<file path="config.mk">
export PLATFORM = sky130hd
export DESIGN_NAME = adc_pipe_flat
export DESIGN_NICKNAME = d
export VERILOG_FILES = /design/src/rtl/adc_pipe_if.sv /design/src/rtl/adc_pipe.sv /design/src/flat_wrapper.sv
export SDC_FILE = /design/constraint.sdc
export NUM_CORES = 1
export LEC_CHECK = 0
export BUFFER_PORTS_ARGS = -buffer_cell sky130_fd_sc_hd__buf_2
export CORE_UTILIZATION = 52
export CTS_CLUSTER_SIZE = 24
export DETAILED_ROUTE_END_ITERATION = 7
export PLACE_DENSITY = 0.88
export SYNTH_ARGS = -nofsm -noshare
export SYNTH_HDL_FRONTEND = slang
export SYNTH_SLANG_ARGS = --single-unit
export TNS_END_PERCENT = 50
</file>
<file path="constraint.sdc">
create_clock -name clk -period 2.1 [get_ports clk]
set_clock_uncertainty 0.15 [all_clocks]
set_input_delay 0.105 -clock clk [delete_from_list [all_inputs] [get_ports clk]]
set_output_delay 0.105 -clock clk [all_outputs]
set_load 0.05 [all_outputs]
</file>
<file path="src/rtl/adc_pipe_if.sv">
// Operand/result handshake bundle for the pipelined add/subtract unit.
// The master side drives operands and consumes results; the slave side is the unit itself.
interface adc_pipe_if #(
    parameter int WIDTH = 32
);
    logic             in_valid;
    logic             in_ready;
    logic [WIDTH-1:0] A;
    logic [WIDTH-1:0] B;
    logic             C0;
    logic             sub;
    logic             out_valid;
    logic             out_ready;
    logic [WIDTH-1:0] S;
    logic             Co;
    logic             Ov;
    logic             Zero;

    modport master (
        output in_valid, A, B, C0, sub, out_ready,
        input  in_ready, out_valid, S, Co, Ov, Zero
    );

    modport slave (
        input  in_valid, A, B, C0, sub, out_ready,
        output in_ready, out_valid, S, Co, Ov, Zero
    );
endinterface

</file>
<file path="src/rtl/adc_pipe.sv">
// Pipelined WIDTH-bit add/subtract: one CW-bit carry-chained chunk per stage,
// with borrow-in, overflow/zero flags and a valid/ready handshake with backpressure.
module adc_pipe #(
    parameter int WIDTH  = 32,
    parameter int STAGES = 4
) (
    input  logic        clk,
    input  logic        rst,
    adc_pipe_if.slave   bus
);
    localparam int CW   = WIDTH / STAGES;
    localparam int LAST = STAGES - 1;

    logic [WIDTH-1:0] a_q   [STAGES];
    logic [WIDTH-1:0] be_q  [STAGES];
    logic [WIDTH-1:0] s_q   [STAGES];
    logic             c_q   [STAGES];
    logic             vld_q [STAGES];

    logic [WIDTH-1:0] a_d   [STAGES];
    logic [WIDTH-1:0] be_d  [STAGES];
    logic [WIDTH-1:0] s_d   [STAGES];
    logic             c_d   [STAGES];
    logic             vld_d [STAGES];

    logic [WIDTH-1:0] a_src_s   [STAGES];
    logic [WIDTH-1:0] be_src_s  [STAGES];
    logic [WIDTH-1:0] s_src_s   [STAGES];
    logic             cin_src_s [STAGES];
    logic             vld_src_s [STAGES];
    logic [CW:0]      chunk_s   [STAGES];

    logic co_q, ov_q, zero_q;
    logic co_d, ov_d, zero_d;
    logic adv_s;

    // One global advance: everything moves unless a finished result is being held.
    assign adv_s         = ~vld_q[LAST] | bus.out_ready;
    assign bus.in_ready  = adv_s;
    assign bus.out_valid = vld_q[LAST];
    assign bus.S         = s_q[LAST];
    assign bus.Co        = co_q;
    assign bus.Ov        = ov_q;
    assign bus.Zero      = zero_q;

    // Stage inputs: stage 0 takes the (conditionally inverted) operands, later stages the previous stage.
    always_comb begin
        a_src_s[0]   = bus.A;
        be_src_s[0]  = bus.sub ? ~bus.B : bus.B;
        cin_src_s[0] = bus.sub ? ~bus.C0 : bus.C0;
        s_src_s[0]   = '0;
        vld_src_s[0] = bus.in_valid;
        for (int k = 1; k < STAGES; k++) begin
            a_src_s[k]   = a_q[k-1];
            be_src_s[k]  = be_q[k-1];
            cin_src_s[k] = c_q[k-1];
            s_src_s[k]   = s_q[k-1];
            vld_src_s[k] = vld_q[k-1];
        end
    end

    // Per-stage chunk add and next-state for every pipeline register, plus final-stage flags.
    always_comb begin
        for (int k = 0; k < STAGES; k++) begin
            chunk_s[k] = {1'b0, a_src_s[k][k*CW +: CW]}
                       + {1'b0, be_src_s[k][k*CW +: CW]}
                       + {{CW{1'b0}}, cin_src_s[k]};
            s_d[k]              = s_src_s[k];
            s_d[k][k*CW +: CW]  = chunk_s[k][CW-1:0];
            c_d[k]              = chunk_s[k][CW];
            a_d[k]              = a_src_s[k];
            be_d[k]             = be_src_s[k];
            vld_d[k]            = vld_src_s[k];
        end
        co_d   = ~c_d[LAST];
        ov_d   = (a_src_s[LAST][WIDTH-1] == be_src_s[LAST][WIDTH-1])
              && (s_d[LAST][WIDTH-1] != a_src_s[LAST][WIDTH-1]);
        zero_d = (s_d[LAST] == '0);
    end

    // Pipeline registers: cleared asynchronously, otherwise advance together or all hold.
    always_ff @(posedge clk or negedge rst) begin
        if (!rst) begin
            for (int k = 0; k < STAGES; k++) begin
                a_q[k]   <= '0;
                be_q[k]  <= '0;
                s_q[k]   <= '0;
                c_q[k]   <= 1'b0;
                vld_q[k] <= 1'b0;
            end
            co_q   <= 1'b0;
            ov_q   <= 1'b0;
            zero_q <= 1'b0;
        end else if (adv_s) begin
            for (int k = 0; k < STAGES; k++) begin
                a_q[k]   <= a_d[k];
                be_q[k]  <= be_d[k];
                s_q[k]   <= s_d[k];
                c_q[k]   <= c_d[k];
                vld_q[k] <= vld_d[k];
            end
            co_q   <= co_d;
            ov_q   <= ov_d;
            zero_q <= zero_d;
        end
    end
endmodule

</file>
<file path="src/flat_wrapper.sv">
// flat-port wrapper written by rule: the top's interface ports become plain ports
module adc_pipe_flat 
#(
    parameter int WIDTH  = 32,
    parameter int STAGES = 4
)
  (clk, rst, bus_in_valid, bus_A, bus_B, bus_C0, bus_sub, bus_out_ready, bus_in_ready, bus_out_valid, bus_S, bus_Co, bus_Ov, bus_Zero);
  adc_pipe_if #(.WIDTH(WIDTH)) bus_i ();
  input  logic clk;
  input  logic rst;
  input wire logic [$bits(bus_i.in_valid)-1:0] bus_in_valid;
  input wire logic [$bits(bus_i.A)-1:0] bus_A;
  input wire logic [$bits(bus_i.B)-1:0] bus_B;
  input wire logic [$bits(bus_i.C0)-1:0] bus_C0;
  input wire logic [$bits(bus_i.sub)-1:0] bus_sub;
  input wire logic [$bits(bus_i.out_ready)-1:0] bus_out_ready;
  output wire logic [$bits(bus_i.in_ready)-1:0] bus_in_ready;
  output wire logic [$bits(bus_i.out_valid)-1:0] bus_out_valid;
  output wire logic [$bits(bus_i.S)-1:0] bus_S;
  output wire logic [$bits(bus_i.Co)-1:0] bus_Co;
  output wire logic [$bits(bus_i.Ov)-1:0] bus_Ov;
  output wire logic [$bits(bus_i.Zero)-1:0] bus_Zero;
  assign bus_i.in_valid = bus_in_valid;
  assign bus_i.A = bus_A;
  assign bus_i.B = bus_B;
  assign bus_i.C0 = bus_C0;
  assign bus_i.sub = bus_sub;
  assign bus_i.out_ready = bus_out_ready;
  assign bus_in_ready = bus_i.in_ready;
  assign bus_out_valid = bus_i.out_valid;
  assign bus_S = bus_i.S;
  assign bus_Co = bus_i.Co;
  assign bus_Ov = bus_i.Ov;
  assign bus_Zero = bus_i.Zero;
  adc_pipe #(.WIDTH(WIDTH), .STAGES(STAGES)) u_core (.clk(clk), .rst(rst), .bus(bus_i));
endmodule
</file>
# Word level (Yosys, flattened, before mapping)
# Index checks and enable logic that the tools add are counted.
# totals
reg_bits	282
input_bits	70
output_inout_bits	37
word_cells	39
# op_classes
add_sub_neg	8
n_eq_ne	2
n_mux	2
n_bitwise	5
n_reduce_logical	2
# ops
cell	n
adder 8 x 8 -> 9 bit	4
adder 9 x 1 -> 9 bit	4
logical NOT 32 bit	1
two-way mux 32 bit	1
inverter 32 bit	1
inverter 1 bit	3
equality test 1 bit	1
logical AND 1 bit	1
two-way mux 1 bit	1
!= test 1 bit	1
OR 1 bit	1

# Longest topological paths before layout
# logic_depth
ltp_word	4
mapped_depth	11

# Worst setup path before layout
# No wires, ideal clock.
# synth_path
path_type	input to register
from	input port bus_sub
to	register u_core.c_q[3] in the netlist's numbering
arrival_time_ps	2417
slack_ps	-604
cell_stages	11
n_path_buf	2
cell_sequence	clkbuf_1 -> buf_2 -> xor2_1 -> fa_1 -> fa_1 -> a21o_1 -> a21oi_1 -> o21ai_0 -> and3b_1 -> o21ai_0 -> a31oi_1
# synth_between
elab_chain_cells	3
# synth_lines
element	line	source
start, declared	flat_wrapper.sv:15	input wire logic [$bits(bus_i.sub)-1:0] bus_sub;
two-way mux 32 bit	adc_pipe.sv:49	be_src_s[0] = bus.sub ? ~bus.B : bus.B;
adder 8 x 8 -> 9 bit	adc_pipe.sv:66	+ {1'b0, be_src_s[k][k*CW +: CW]}
adder 9 x 1 -> 9 bit *	adc_pipe.sv:67	+ {{CW{1'b0}}, cin_src_s[k]};
end signal, assigned by index	adc_pipe.sv:99	c_q[k] <= c_d[k];
end, declared	adc_pipe.sv:17	logic c_q [STAGES];
# Mark *: on every way between the ends. The rest lies on a longest branch, timed or not.
# A chain may end at the register's enable or synchronous reset.

# Worst setup path in the final report
# layout_path
from	register u_core.c_q[1] in the netlist's numbering
to	register u_core.zero_q (netlist: u_core.bus.Zero)
# layout_between
elab_chain_cells	2
# layout_lines
element	line	source
adder 9 x 1 -> 9 bit	adc_pipe.sv:67	
logical NOT 32 bit	adc_pipe.sv:78	zero_d = (s_d[LAST] == '0);
end signal, assigned	adc_pipe.sv:104	zero_q <= zero_d;
end, declared	adc_pipe.sv:33	logic co_q, ov_q, zero_q;
# Every way passes these cells.

==> summary.md <==
| Metric | Value |
|---|---|
| All-Layer GR Usage | `between 20% and 30%` |
| WL met3 | `roughly 740 microns` |
| Post-Synthesis Cells | `928` |
| Post-synth EDFFs | `0` |
| Post-DP HPWL | `approximately 12000 microns` |
| DP Cell Count | `~1200` |
| Clock Latency Late Sink | `between 0.4 and 0.5 ns` |
| Slew HR | `~66%` |
| Clk buf depth | `2` |
| List of most frequent post-synthesis cells | `424 x nand2_1, 186 x dfrtp_1, 47 x o21ai_0` |
| Worst-path cell chain | `fa_2, inv_2, fa_2, nand2b_4, a21oi_2, o311a_1, nor3_2, nor2_1, a31o_1` |
| Placed instance area | `9330 sq um` |
| Num ports | `around 110` |
| Non-Filler Instances | `between 1000 and 1500` |
| Fill count | `~1200` |
| Post-Route M1 WL | `8010 microns` |
| 1st-pass router iterations | `5` |
| Bufs and invs on worst path | `1` |
| Seq cells post-synth | `186` |
| Startpoint types | `flip-flop` |
| VDD IR max | `0.000859 V` |
| Die Wd | `approximately 130 microns` |
| Core area | `approximately 16000 sq um` |
| IO Port Bufs | `~110` |
| WL/cell | `~14 microns` |
| Final instance area | `roughly 11000 sq um` |
| First DRT Iteration DRCs | `532` |
| Top Layer Used | `met4` |
| Layout cell share with drive strength beyond 1 | `19.5%` |
| Grt ovf | `0` |
| CTS sink cnt | `approximately 190` |
| Setup CP Type | `reg -> reg` |
| CP arrival | `~2.6 ns` |
| CTS Buf Count | `17` |
| Post-synth ARST share | `100%` |
| Worst setup margin | `-0.297 ns` |
| Synthesized area | `about 8400 sq um` |
| Routed Antenna Nets | `0` |
| Synth area leaders | `dfrtp_1 55%, nand2_1 19%, ha_1 4.2%` |
| Kind of end point of the critical path | `flip-flop` |
| Dominant cell type by area after synthesis | `dfrtp_1` |
| Post-route minimum period | `2.40 ns` |
| Starting Density | `a little over half` |
| Syn_area_per_cell | `roughly 9.1 sq um` |
| Fmax | `~420 MHz` |
| CP delay by family, top | `adder cells` |
| Status | `finished, violations left` |
| WP data required | `roughly 2.3 ns` |
| DR vias/cell | `just over 5` |
| # DRC | `0` |
| Violated checks | `negative setup slack` |
| Yosys top cell area share | `around 55%` |
| Die height | `129 microns` |
| Hold Path Class | `in -> reg` |
| Vias in the first global route | `a little under 7000` |
| PwrDens | `roughly 1600 nW/um^2` |
| Clock-pin slew on the worst setup and hold paths | `roughly 0.07 ns` |
| Final net count | `between 1000 and 1500` |
| Final hold slack | `between 0.04 and 0.05 ns` |
| CTS tree | `yes` |
| Crit-path max cell delay | `0.45 ns` |
| Via count | `approximately 6800` |
| Slowest-stage cell, CP | `fa_2` |
| Ys Warns | `0` |
| Crit path max fanout | `2` |
| Pleak | `0.00544 uW` |
| RSZ-0062 raised after global routing | `true` |
| FF+latch area | `about 4700 sq um` |
| Maxcap violations | `0` |
| First-pass GRT wire length | `31300 microns` |
| Setup TNS | `-1.35 ns` |
| Synth unique cells | `41` |
| Total power | `about 17000 uW` |
| Net Count, Synth | `approximately 1000` |
| Die Area | `roughly 17000 sq um` |
| # diodes | `0` |
| Most common cell in the netlist | `nand2_1` |
| CTS root buf | `clkbuf_16` |
| Slew @ Worst Pin | `0.507 ns` |
| Std-Cell Rows | `46` |
| Multi-input gate area | `between 3000 and 4000 sq um` |
| Register area share after synthesis | `a little under three fifths` |
| Synth-to-Final Area Change | `27.4%` |
| Final number of hold-violating endpoints | `0` |
| Routed Wire Length | `roughly 19000 microns` |
| H-tree levels | `4` |
| Most frequent CP cell | `fa_2` |
| Finish-stage setup viols | `9` |
| Met2 wire len | `9740 microns` |
| Largest net degree at the start of global routing | `~130` |
| GP Congestion | `0.891` |
| Crit share post-route | `114%` |
| Initial antenna violation count | `0` |
| Primary FF master, synth | `dfrtp_1` |
| Max Slew Vio Count | `0` |
-- final timing paths --
check | from | to | slack (ns) | cells past startpoint
setup reg to reg | u_core.c_q[1] | u_core.bus.Zero | -0.30 | 9
setup / recovery | u_core.c_q[1] | u_core.bus.Zero | -0.30 | 9
hold / removal | bus_A[5] | u_core.s_d[69] | 0.04 | 4
hold reg to reg | u_core.bus.S[15] | u_core.bus.S[15] | 0.31 | 2
min in group asynchronous | rst | u_core.be_d[31] | 0.05 | 2
max in group asynchronous | rst | u_core.bus.S[18] | 1.06 | 3
-- per-stage QoR --
| step | util, % | setup WS, ns |
|---|---|---|
| final | 67.6 | -0.297 |
| after global routing | 67.6 | -0.368 |
| after CTS | 66.9 | -0.200 |
| after detailed placement | 58.9 | -0.294 |
| after floorplan | - | -0.241 |
| after global placement | 58.9 | -0.246 |
-- what timing repair did --
item	CTS	global route
buffers inserted	2	5
endpoints found under the hold margin	245	0
gates cloned	0	0
pin swaps	15	15
endpoints found under the setup margin	15	15
gates resized for setup	28	16
hold buffers	56	0
-- worst register-to-register path, stage by stage (launching register included) --
cell,delay [ns]
dfrtp_1,0.41
fa_2,0.45
inv_2,0.08
fa_2,0.20
nand2b_4,0.14
a21oi_2,0.06
o311a_1,0.34
nor3_2,0.22
nor2_1,0.06
a31o_1,0.17
-- cell usage in the layout, fill, tap and decap left out, types with 3 or more instances in the layout --
cell,netlist,routed
inv_6,0,6
a21o_1,4,4
a21oi_2,0,5
buf_2,4,104
dlygate4sd3_1,0,56
o31ai_1,9,7
inv_2,0,9
bufinv_16,0,3
nor4_1,6,6
ha_1,28,28
inv_1,22,12
buf_12,0,4
xnor2_1,34,32
fa_2,0,8
a21oi_1,20,14
nand2_1,424,424
nor2_1,27,27
xor2_1,14,13
a31oi_1,3,3
o21ai_0,47,41
clkbuf_16,0,17
o21a_1,6,6
o21ai_1,0,4
o21bai_1,5,4
dfrtp_1,186,185
buf_4,0,31
nor3_1,10,9
-- area by class of cell --
| type | instances | area share (%) |
|---|---|---|
| clock inverters | 13 | 1.70 |
| flip-flops and latches | 186 | 43.5 |
| multi-input cells | 675 | 34.1 |
| repair buffers | 196 | 13.2 |
| inverters | 22 | 0.819 |
| clock buffers | 19 | 4.14 |
| well taps | 216 | 2.53 |
-- cell families (layout without fill, tap and decap cells) --
logic type | Yosys count | in the layout | synth area share, %
AO/OA/AOI/OAI | 106 | 106 | 7.67
XOR/XNOR | 49 | 49 | 5.20
adder cells (fa/ha/maj) | 36 | 36 | 6.08
buffers and inverters | 67 | 250 | 3.05
flip-flops | 186 | 186 | 55.4
AND/OR/NAND/NOR | 484 | 484 | 22.6
-- registers in the layout, indices dropped and copies added (netlist names) --
| signal | count |
|---|---|
| u_core.a_d | 48 |
| u_core.be_d | 48 |
| u_core.bus.Co | 1 |
| u_core.bus.Ov | 1 |
| u_core.bus.S | 32 |
| u_core.bus.Zero | 1 |
| u_core.bus.out_valid | 1 |
| u_core.c_q | 3 |
| u_core.s_d | 48 |
| u_core.vld_d | 3 |
-- per-layer routing --
| layer | vias up | track usage (%) |
|---|---|---|
| met1 | 3268 | 29.8 |
| met5 | - | 0 |
| met4 | 0 | 12.0 |
| li1 | 3298 | - |
| met2 | 181 | 41.2 |
| met3 | 46 | 4.71 |
-- power breakdown --
group | total [uW] | switching (uW) | internal [uW]
Combinational | 7570 | 4670 | 2890
Clock | 3370 | 1430 | 1940
Sequential | 6220 | 1040 | 5180
(Power assumes the default switching activity.)
